## config.mk

```make
export PLATFORM = sky130hd
export DESIGN_NAME = updown_trace_decoder
export DESIGN_NICKNAME = d
export VERILOG_FILES = /design/src/rtl/updown_trace_pkg.sv /design/src/rtl/trace_fifo.sv /design/src/rtl/updown_trace_decoder.sv
export SDC_FILE = /design/constraint.sdc
export NUM_CORES = 1
export LEC_CHECK = 0
export BUFFER_PORTS_ARGS = -buffer_cell sky130_fd_sc_hd__buf_2
export CAP_MARGIN = 10
export CORE_MARGIN = 1.5
export CORE_UTILIZATION = 55
export DETAILED_ROUTE_END_ITERATION = 10
export PLACE_DENSITY = 0.83
export SLEW_MARGIN = 20
export SYNTH_ARGS = -nofsm -noshare
export SYNTH_HDL_FRONTEND = slang
export SYNTH_SLANG_ARGS = --single-unit
```

## constraint.sdc

```tcl
create_clock -name clock -period 5.7 [get_ports clock]
set_input_delay 1.14 -clock clock [delete_from_list [all_inputs] [get_ports clock]]
set_output_delay 1.14 -clock clock [all_outputs]
set_load 0.1 [all_outputs]
```

## src/rtl/updown_trace_pkg.sv

```systemverilog
`default_nettype none
// +----------------------------------------------------------------------+
// | updown_trace_pkg: shared types and constants for the trace decoder   |
// | Revision: 1.0                                                        |
// +----------------------------------------------------------------------+
package updown_trace_pkg;

  localparam int BYTE_W = 8;

  localparam logic DIR_UP   = 1'b0;
  localparam logic DIR_DOWN = 1'b1;

  typedef enum logic [1:0] {
    IDLE  = 2'd0,
    PRIME = 2'd1,
    TRACK = 2'd2
  } state_t;

endpackage
`default_nettype wire

```

## src/rtl/trace_fifo.sv

```systemverilog
`default_nettype none
// +----------------------------------------------------------------------+
// | trace_fifo: small byte FIFO, power-of-two depth, head read-through   |
// | Revision: 1.0                                                        |
// +----------------------------------------------------------------------+
module trace_fifo
  import updown_trace_pkg::*;
#(
  parameter int DEPTH = 4
) (
  input  logic              clock,
  input  logic              reset,
  input  logic              push,
  input  logic [BYTE_W-1:0] push_data,
  output logic              full,
  input  logic              pop,
  output logic              empty,
  output logic [BYTE_W-1:0] head
);

  localparam int AW = $clog2(DEPTH);

  logic [BYTE_W-1:0] r_mem [DEPTH];
  logic [AW:0]       r_wr_ptr;
  logic [AW:0]       r_rd_ptr;
  logic              w_do_push;
  logic              w_do_pop;

  // Extra pointer bit distinguishes full from empty when the indices match.
  assign empty     = (r_wr_ptr == r_rd_ptr);
  assign full      = (r_wr_ptr[AW] != r_rd_ptr[AW]) &&
                     (r_wr_ptr[AW-1:0] == r_rd_ptr[AW-1:0]);
  assign w_do_pop  = pop & ~empty;
  assign w_do_push = push & (~full | w_do_pop);
  assign head      = empty ? '0 : r_mem[r_rd_ptr[AW-1:0]];

  always_ff @(posedge clock or negedge reset) begin
    if (!reset) begin
      r_wr_ptr <= '0;
      r_rd_ptr <= '0;
    end else begin
      if (w_do_push) r_wr_ptr <= r_wr_ptr + 1'b1;
      if (w_do_pop)  r_rd_ptr <= r_rd_ptr + 1'b1;
    end
  end

  always_ff @(posedge clock) begin
    if (w_do_push) r_mem[r_wr_ptr[AW-1:0]] <= push_data;
  end

endmodule
`default_nettype wire

```

## src/rtl/updown_trace_decoder.sv

```systemverilog
`default_nettype none
// +----------------------------------------------------------------------+
// | updown_trace_decoder: recovers up/down steps from a counter bus and  |
// | streams them out as LSB-first packed bytes. Revision: 1.0            |
// +----------------------------------------------------------------------+
module updown_trace_decoder
  import updown_trace_pkg::*;
#(
  parameter int WIDTH      = 32,
  parameter int FIFO_DEPTH = 4
) (
  input  logic              clock,
  input  logic              reset,
  input  logic [WIDTH-1:0]  value,
  input  logic              track,
  output logic [BYTE_W-1:0] byte_data,
  output logic              byte_valid,
  input  logic              byte_ready,
  output logic              err,
  input  logic              err_clear,
  output logic              overflow
);

  localparam logic [WIDTH-1:0] ONE = {{(WIDTH-1){1'b0}}, 1'b1};

  state_t            r_state;
  logic [WIDTH-1:0]  r_prev;
  logic [6:0]        r_shift;
  logic [2:0]        r_count;
  logic              r_err;
  logic              r_overflow;

  logic [WIDTH-1:0]  w_delta;
  logic              w_step_up;
  logic              w_step_down;
  logic              w_step_ok;
  logic              w_dir;
  logic              w_decode;
  logic              w_push;
  logic [BYTE_W-1:0] w_push_data;
  logic              w_full;
  logic              w_empty;
  logic              w_pop;

  assign w_delta     = value - r_prev;
  assign w_step_up   = (w_delta == ONE);
  assign w_step_down = (w_delta == '1);
  assign w_step_ok   = w_step_up | w_step_down;
  assign w_dir       = w_step_down ? DIR_DOWN : DIR_UP;
  assign w_decode    = (r_state == TRACK) && track;
  assign w_push      = w_decode && w_step_ok && (r_count == 3'd7);
  // Shift register fills from the top, so the oldest bit ends up at bit 0.
  assign w_push_data = {w_dir, r_shift};
  assign w_pop       = byte_valid & byte_ready;

  assign byte_valid  = ~w_empty;
  assign err         = r_err;
  assign overflow    = r_overflow;

  trace_fifo #(
    .DEPTH (FIFO_DEPTH)
  ) u_fifo (
    .clock     (clock),
    .reset     (reset),
    .push      (w_push),
    .push_data (w_push_data),
    .full      (w_full),
    .pop       (w_pop),
    .empty     (w_empty),
    .head      (byte_data)
  );

  always_ff @(posedge clock or negedge reset) begin
    if (!reset) begin
      r_state    <= IDLE;
      r_prev     <= '0;
      r_shift    <= '0;
      r_count    <= '0;
      r_err      <= 1'b0;
      r_overflow <= 1'b0;
    end else begin
      // Clear first so a same-edge error assignment below takes priority.
      if (err_clear) r_err <= 1'b0;
      if (w_push && w_full && !w_pop) r_overflow <= 1'b1;

      case (r_state)
        IDLE: begin
          if (track) r_state <= PRIME;
        end
        PRIME: begin
          r_prev  <= value;
          r_state <= track ? TRACK : IDLE;
        end
        TRACK: begin
          if (!track) begin
            r_state <= IDLE;
            r_shift <= '0;
            r_count <= '0;
          end else begin
            r_prev <= value;
            if (w_step_ok) begin
              r_shift <= {w_dir, r_shift[6:1]};
              r_count <= r_count + 3'd1;
            end else begin
              r_err   <= 1'b1;
              r_shift <= '0;
              r_count <= '0;
            end
          end
        end
        default: begin
          r_state <= IDLE;
        end
      endcase
    end
  end

endmodule
`default_nettype wire
```

==> results_tabular.tex, run 1 <==
\begin{tabular}{lr}
\hline
Metric & Value \\
\hline
\multicolumn{2}{l}{\textbf{Logic synthesis}} \\
List of most frequent post-synthesis cells & nand2\_1 (74), o21ai\_0 (55), dfrtp\_1 (52), inv\_1 (42) \\
Fraction of synthesized cell area taken by the top area cell type & 0.225 \\
Share of synthesized cell area in full adder, half adder and majority cells & 0.0879 \\
Xor and xnor area share after synthesis & 0.0349 \\
Synth Net Count & 688 \\
Share of flip-flops with an asynchronous set or reset & 0.619 \\
Post-synthesis mux area share & 0.0409 \\
Mapped Area & 5780 um2 \\
Mean area per synthesized cell & 9.45 um2 \\
Main area contributors after synthesis & dfrtp\_1 (23\%), edfxtp\_1 (17\%), ha\_1 (8.4\%) \\
Cell accounting for the most synthesized area & dfrtp\_1 \\
Number of warnings issued by yosys & 0 \\
Distinct cell type count after synthesis & 75 \\
Main combinational cell family by area after synthesis & compound AO/OA/AOI/OAI gates \\
Count leader, synth & nand2\_1 \\
Primary flip-flop cell chosen by synthesis mapping & dfrtp\_1 \\
Area share of and/or/nand/nor cells after synthesis & 0.189 \\
Yosys reg bits & 84 \\
Cell count after synthesis & 611 \\
Part of the Yosys area used for sequential elements & 0.392 \\
Number of enable-type register cells in the synthesized netlist & 32 \\
Compound-cell area share of the yosys netlist & 0.211 \\
\multicolumn{2}{l}{\textbf{Global route}} \\
Via count of the first global-routing pass & 4722 \\
Met3 track utilization from global routing & 0.0550 \\
Fraction of met2 tracks used by global routing & 0.419 \\
Met1 GRT Util & 0.366 \\
Antenna violations before repair & 0 \\
Global-route wire length before repair & 23.4 mm \\
Total congestion overflow after global routing & 0 \\
Most Used Layer, Global Route & met2 \\
Aggregate global-route resource usage & 0.264 \\
Pin count of the biggest net entering global routing & 63 \\
\multicolumn{2}{l}{\textbf{Clock network}} \\
Post-CTS Hold Fix Bufs & 0 \\
Maximum buffer depth of the clock tree & 2 \\
TritonCTS clock tree & built \\
Clock Root Buffer & clkbuf\_8 \\
Later-pin clock latency in the skew report & 0.37 ns \\
Total number of clock tree sinks & 84 \\
Inserted Clock Buffers & 9 \\
CTS HTree Levels & 3 \\
Setup repair bufs after CTS & 0 \\
CTS-repair resized insts & 0 \\
Clock-pin slew on the worst setup and hold paths & 0.09 ns \\
\multicolumn{2}{l}{\textbf{Critical path}} \\
Critical path peak fanout & 8 \\
Data arrival time at the worst-slack endpoint & 5.11 ns \\
Data required time of the worst path & 5.72 ns \\
CP Launch Type & input port \\
Setup slack of the worst register-to-register path & 1.11 ns \\
Crit end category & register \\
Capturing point of the worst reg2reg path & u\_fifo.r\_mem[0][2] \\
Crit path max-delay cell type & or4\_4 \\
Reg2Reg Depth & 12 \\
Series of cell instances along the critical path & buf\_2 > inv\_1 > ha\_1 > fa\_1 > nand2b\_2 > a211oi\_4 > o2111a\_1 > nor4\_1 > nor3\_1 > nor3b\_2 > nand4\_1 > or4\_4 > a21oi\_4 > and2\_1 \\
Family with the most delay on the worst path & simple AND/OR/NAND/NOR gates \\
Type of the setup path with the least slack & in -> reg \\
Worst path bufs/invs & 2 \\
R2r startpoint & r\_prev[0] \\
Delay of the slowest cell on the worst path & 0.59 ns \\
\multicolumn{2}{l}{\textbf{Floorplanning}} \\
Site Rows & 37 \\
Floorplan die area & 11100 um2 \\
Width of the die & 105 um \\
Die H & 105 um \\
Count of boundary I/O pins & 48 \\
Starting density of the core & 0.562 \\
Placeable Area & 10300 um2 \\
\multicolumn{2}{l}{\textbf{Flow run}} \\
Max-cap check violation count & 0 \\
\multicolumn{2}{l}{\textbf{STA}} \\
Number of max-slew violations in the final report & 0 \\
Hold Fails Final Rpt & 0 \\
Max-slew headroom & 0.356 \\
Number of setup violations in the final report & 0 \\
Final Cycle Share & 0.893 \\
Unrepaired setup endpoints after global routing & no \\
Top achievable clock speed & 196 MHz \\
Worst clock skew & 0.0122 ns \\
Worst slew pin tran & 0.962 ns \\
Setup Total Neg Slack & 0 ns \\
Post-layout min period & 5.09 ns \\
\multicolumn{2}{l}{\textbf{Cells and area}} \\
Final-stage net count & 727 \\
Area growth from synthesis to layout & 9.08\% \\
Antenna diode count & 0 \\
Fraction of layout cells with a size suffix above 1 & 0.147 \\
Final core area utilization & 0.613 \\
\multicolumn{2}{l}{\textbf{Pwr}} \\
Max VDD drop & 0.000197 V \\
Net Sw Power & 1.21 mW \\
Clock share of power & 0.176 \\
Switch share & 0.466 \\
Tot Pwr & 2.58 mW \\
Internal power summed over all cells & 1.38 mW \\
Portion of total power attributed to combinational logic & 0.528 \\
Leakage power & 2.64 nW \\
Fraction of power consumed by sequential logic & 0.297 \\
Power density over the cells & 410 nW/um2 \\
\multicolumn{2}{l}{\textbf{Route}} \\
Routed vias/inst & 6.18 \\
Remaining number of nets flagged by the antenna check after routing & 0 \\
First-pass detailed-route iteration total & 7 \\
DRC Markers & 0 \\
Number of DRC markers after the initial detailed-route iteration & 411 \\
Count of vias placed by the detailed router & 4887 \\
Post-detailed-routing wire length & 13.8 mm \\
Wirelength per Cell & 17.4 um \\
\multicolumn{2}{l}{\textbf{Worst hold path}} \\
Type of the most critical hold path & reg -> reg \\
Hold Path Depth & 1 \\
Startpoint of the worst hold path & r\_state[0] \\
WHS Endpoint & r\_state[0] \\
\multicolumn{2}{l}{\textbf{Placed design}} \\
Weighted congestion reported at the end of routability-driven placement & 0.920 \\
Count of input and output buffers & 47 \\
Detailed Place HPWL & 10.3 mm \\
\multicolumn{2}{l}{\textbf{Outcome}} \\
Status & finished, final reports clean \\
\hline
\end{tabular}
## final cells by class
type,instances,area (um2)
clock buffers,9,124
repair buffers,48,243
multi-input cells,464,3260
well taps,136,170
inverters,43,161
flip-flops and latches,84,2260
clock inverters,7,80.1
fillers,892,3980
## flip-flops by register name (all words and copies together), names as in the netlist
name             count
r_count              3
r_shift              7
r_state              2
u_fifo.r_wr_ptr      3
r_prev              32
overflow             1
u_fifo.r_mem        32
u_fifo.r_rd_ptr      3
err                  1
## power groups by stage
stage / sequential, mW / combinational (mW) / clock [mW]
floorplan: 0.746 / 1.08 / 0
global placement: 0.777 / 1.29 / 0
detailed placement: 0.782 / 1.32 / 0
CTS: 0.768 / 1.34 / 0.461
global route: 0.781 / 1.50 / 0.490
finish: 0.767 / 1.36 / 0.455
## metrics by stage
step	setup WS (ns)	instances	area, um2	hold WS (ns)
after floorplan	1.01	611	5780	0.438
after global placement	0.528	775	6100	0.449
after detailed placement	0.390	775	6100	0.480
after CTS	0.705	791	6300	0.497
after global routing	0.436	791	6300	0.513
final	0.610	791	6300	0.493
## routing by layer
layer  routed length [um]  vias up
li1                     -     2348
met1                 6140     2299
met2                 6380      211
met3                  951       29
met4                  284        0
met5                    0        -
## how the worst max path moves through the flow
stage | from | to | slack [ns] | depth (start not counted)
final | value[0] | u_fifo.r_mem[0][2] | 0.61 | 14
after global routing | value[0] | u_fifo.r_mem[0][2] | 0.44 | 14
after CTS | value[0] | u_fifo.r_mem[0][2] | 0.71 | 14
after detailed placement | value[0] | u_fifo.r_mem[0][6] | 0.39 | 14
after global placement | value[0] | u_fifo.r_mem[1][3] | 0.53 | 14
after floorplan | value[0] | u_fifo.r_mem[2][0] | 1.01 | 13
## cell usage in the layout, fill, tap and decap left out, types with 20 or more instances in the layout
master    Yosys  routed
a21oi_1      39      39
buf_2         4      47
dfrtp_1      52      52
edfxtp_1     32      32
ha_1         39      39
inv_1        42      42
nand2_1      74      73
nor2_1       20      20
o21ai_0      55      55
## kinds of logic (layout without fill, tap and decap cells)
logic type               count (synthesis)  in the layout
multiplexers                            13             13
AO/OA/AOI/OAI                          183            183
flip-flops                              84             84
AND/OR/NAND/NOR                        205            205
buffers and inverters                   63            107
adder cells (fa/ha/maj)                 40             40
XOR/XNOR                                23             23
(Power assumes the default switching activity.)
==> inputs of run 2 (changes only) <==
Settings changed: CORE_UTILIZATION 55 to 65, PLACE_DENSITY 0.83 to 0.95.
==> run 2 against run 1 <==
Net effect:
- wire length is 3.0% higher
- register-to-register slack better by 0.05 ns
- via count is 2.9% higher
- clock-buffer cell count stayed put
- hold slack worse by 0.017 ns
- fmax is 1.2% higher
- clock power is 4% lower
- clock skew is 0.00054 ns lower
- sequential power hardly changed
- power is 0.13% lower
==> results_tabular.tex, run 2 (synthesized netlist as in run 1, its figures left out) <==
\begin{tabular}{lr}
\hline
Metric & Value \\
\hline
\multicolumn{2}{l}{\textbf{Cells and area}} \\
Fraction of layout cells with a size suffix above 1 & 0.147 (unchanged) \\
Final-stage net count & 727 (unchanged) \\
Multi-input gate area & 3260 um2 (unchanged) \\
Area growth from synthesis to layout & 8.32\% \\
Most common cell after layout, fill and taps aside & nand2\_1 \\
Antenna diode count & 0 (unchanged) \\
Register cell area after layout & 2260 um2 (unchanged) \\
Number of filler cells placed in the layout & 632 (-29\%) \\
Highest-count cells in the layout ignoring fill and taps & nand2\_1 (73), o21ai\_0 (55), dfrtp\_1 (52) \\
\multicolumn{2}{l}{\textbf{Floorplanning}} \\
Placeable Area & 8680 um2 (-16\%) \\
Count of boundary I/O pins & 48 (unchanged) \\
Starting density of the core & 0.666 (+0.104) \\
Die H & 97.3 um (-7.8\%) \\
Width of the die & 97.3 um (-7.8\%) \\
Site Rows & 34 (-8.1\%) \\
Floorplan die area & 9460 um2 (-15\%) \\
\multicolumn{2}{l}{\textbf{Route}} \\
Wire length on met2 & 6.83 mm (+7.0\%) \\
Routed vias/inst & 6.59 (+6.7\%) \\
Wirelength per Cell & 18.6 um (+6.7\%) \\
Number of DRC markers after the initial detailed-route iteration & 432 (+5.1\%) \\
Post-detailed-routing wire length & 14.2 mm (+3.0\%) \\
First-pass detailed-route iteration total & 5 (-2) \\
Wl on met1 & 5.93 mm (-3.3\%) \\
Total length of routed met3 wires & 1.03 mm (+8.1\%) \\
DRC Markers & 0 (unchanged) \\
Count of vias placed by the detailed router & 5029 (+2.9\%) \\
Remaining number of nets flagged by the antenna check after routing & 0 (unchanged) \\
Highest routed metal layer & met4 \\
\multicolumn{2}{l}{\textbf{Clock network}} \\
Later-pin clock latency in the skew report & 0.37 ns (about the same) \\
CTS-repair resized insts & 0 (unchanged) \\
Post-CTS Hold Fix Bufs & 0 (unchanged) \\
Inserted Clock Buffers & 9 (unchanged) \\
Clock Root Buffer & clkbuf\_8 \\
CTS HTree Levels & 3 (unchanged) \\
Clock-pin slew on the worst setup and hold paths & 0.09 ns (about the same) \\
TritonCTS clock tree & built \\
Setup repair bufs after CTS & 0 (unchanged) \\
Total number of clock tree sinks & 84 (unchanged) \\
Maximum buffer depth of the clock tree & 2 (unchanged) \\
\multicolumn{2}{l}{\textbf{Critical path}} \\
Data required time of the worst path & 5.73 ns (about the same) \\
Type of the setup path with the least slack & in -> reg \\
Reg2Reg Depth & 12 (unchanged) \\
Data arrival time at the worst-slack endpoint & 5.06 ns (-0.05 ns) \\
Critical path peak fanout & 8 (unchanged) \\
CP Launch Type & input port \\
Crit end category & register \\
\multicolumn{2}{l}{\textbf{STA}} \\
Hold Fails Final Rpt & 0 (unchanged) \\
Max-slew headroom & 0.373 (+0.0166) \\
Worst clock skew & 0.0117 ns (-0.000544 ns) \\
Final Cycle Share & 0.883 (-0.0104) \\
Number of setup violations in the final report & 0 (unchanged) \\
Unrepaired setup endpoints after global routing & no \\
Post-layout min period & 5.03 ns (-0.0593 ns) \\
Setup Total Neg Slack & 0 ns (unchanged) \\
Worst slew pin tran & 0.937 ns (-0.0249 ns) \\
Number of max-slew violations in the final report & 0 (unchanged) \\
Top achievable clock speed & 199 MHz (+1.2\%) \\
Worst Slack Setup Final & 0.669 ns (+0.0593 ns) \\
\multicolumn{2}{l}{\textbf{Global route}} \\
Aggregate global-route resource usage & 0.305 (+0.0405) \\
Total congestion overflow after global routing & 0 (unchanged) \\
Via count of the first global-routing pass & 4805 (+1.8\%) \\
Pin count of the biggest net entering global routing & 63 (unchanged) \\
Global-route wire length before repair & 23.2 mm (-0.91\%) \\
Antenna violations before repair & 0 (unchanged) \\
\multicolumn{2}{l}{\textbf{Placed design}} \\
Detailed Place HPWL & 10.8 mm (+4.6\%) \\
Count of input and output buffers & 47 (unchanged) \\
Placement Setup Slack & 0.415 ns (+0.0251 ns) \\
Weighted congestion reported at the end of routability-driven placement & 0.970 (+5.4\%) \\
\multicolumn{2}{l}{\textbf{Pwr}} \\
Switch share & 0.479 (+0.0128) \\
Max VDD drop & 0.000213 V (+7.9\%) \\
Fraction of power consumed by sequential logic & 0.298 (about the same) \\
Internal power summed over all cells & 1.34 mW (-2.5\%) \\
Net Sw Power & 1.24 mW (+2.6\%) \\
Portion of total power attributed to combinational logic & 0.533 (+0.005) \\
Power density over the cells & 413 nW/um2 (+0.57\%) \\
Clock share of power & 0.169 (-0.007) \\
Leakage power & 2.65 nW (about the same) \\
\multicolumn{2}{l}{\textbf{Outcome}} \\
Status & finished, final reports clean \\
\multicolumn{2}{l}{\textbf{Worst hold path}} \\
Type of the most critical hold path & reg -> reg \\
Hold Path Depth & 1 (unchanged) \\
\multicolumn{2}{l}{\textbf{Flow run}} \\
Max-cap check violation count & 0 (unchanged) \\
\hline
\end{tabular}
-- run 2: cell count changes in the layout (fill, tap and decap cells not counted), sizes merged --
| cell | change |
|---|---|
| bufinv | -1 |
| clkinv | +1 |
| clkinvlp | -2 |
| inv | +2 |
-- run 2: routing by layer --
metal | vias up | GRT usage
met2 | 227 | 0.510
met1 | 2405 | 0.401
met5 | - | 0
met4 | 0 | 0.0978
met3 | 48 | 0.0604
li1 | 2349 | -
-- run 2: area by class of cell --
cell class / count / area share
clock buffer: 9 / 0.0198
sequential: 84 / 0.362
clock inverter: 7 / 0.0114
inverter: 43 / 0.0258
tap: 108 / 0.0216
multi-input combinational: 464 / 0.521
timing repair buffer: 48 / 0.0388
-- run 2: worst paths after layout --
kind	from	to	slack [ns]
worst max register to register	r_prev[0]	u_fifo.r_mem[0][0]	1.16
max in group asynchronous	reset	r_prev[6]	4.37
min in group asynchronous	reset	r_prev[28]	0.87
worst min register to register	overflow	overflow	0.48
worst max-delay path	value[0]	u_fifo.r_mem[0][0]	0.67
worst min-delay path	overflow	overflow	0.48
-- run 2: worst max-delay path: stages --
cell and delay [ns]:
buf_2 0.09, inv_1 0.05, ha_1 0.21, fa_1 0.39, nand2b_2 0.23, a211oi_4 0.37, o2111a_1 0.34, o21ai_0 0.15
a222oi_1 0.50, o2111ai_1 0.23, nor4_1 0.34, nand4_1 0.30, a21oi_4 0.30, and2_1 0.41
-- run 2: per-stage QoR --
stage / util / instance area [um2] / instances / total power [mW] / hold WS [ns]
CTS: 0.721 / 6260 / 763 / 2.55 / 0.479
finish: 0.721 / 6260 / 763 / 2.58 / 0.476
floorplan: - / 5780 / 611 / 1.82 / 0.438
detailed placement: 0.699 / 6060 / 747 / 2.12 / 0.458
global route: 0.721 / 6260 / 763 / 2.73 / 0.488
global placement: 0.699 / 6060 / 747 / 2.07 / 0.445
-- run 2: power by group through the flow --
| stage | clock (mW) | combinational, mW | sequential (mW) |
|---|---|---|---|
| after floorplan | 0 | 1.08 | 0.746 |
| after global placement | 0 | 1.29 | 0.775 |
| after detailed placement | 0 | 1.33 | 0.782 |
| after CTS | 0.437 | 1.34 | 0.770 |
| after global routing | 0.458 | 1.49 | 0.780 |
| final | 0.436 | 1.38 | 0.769 |
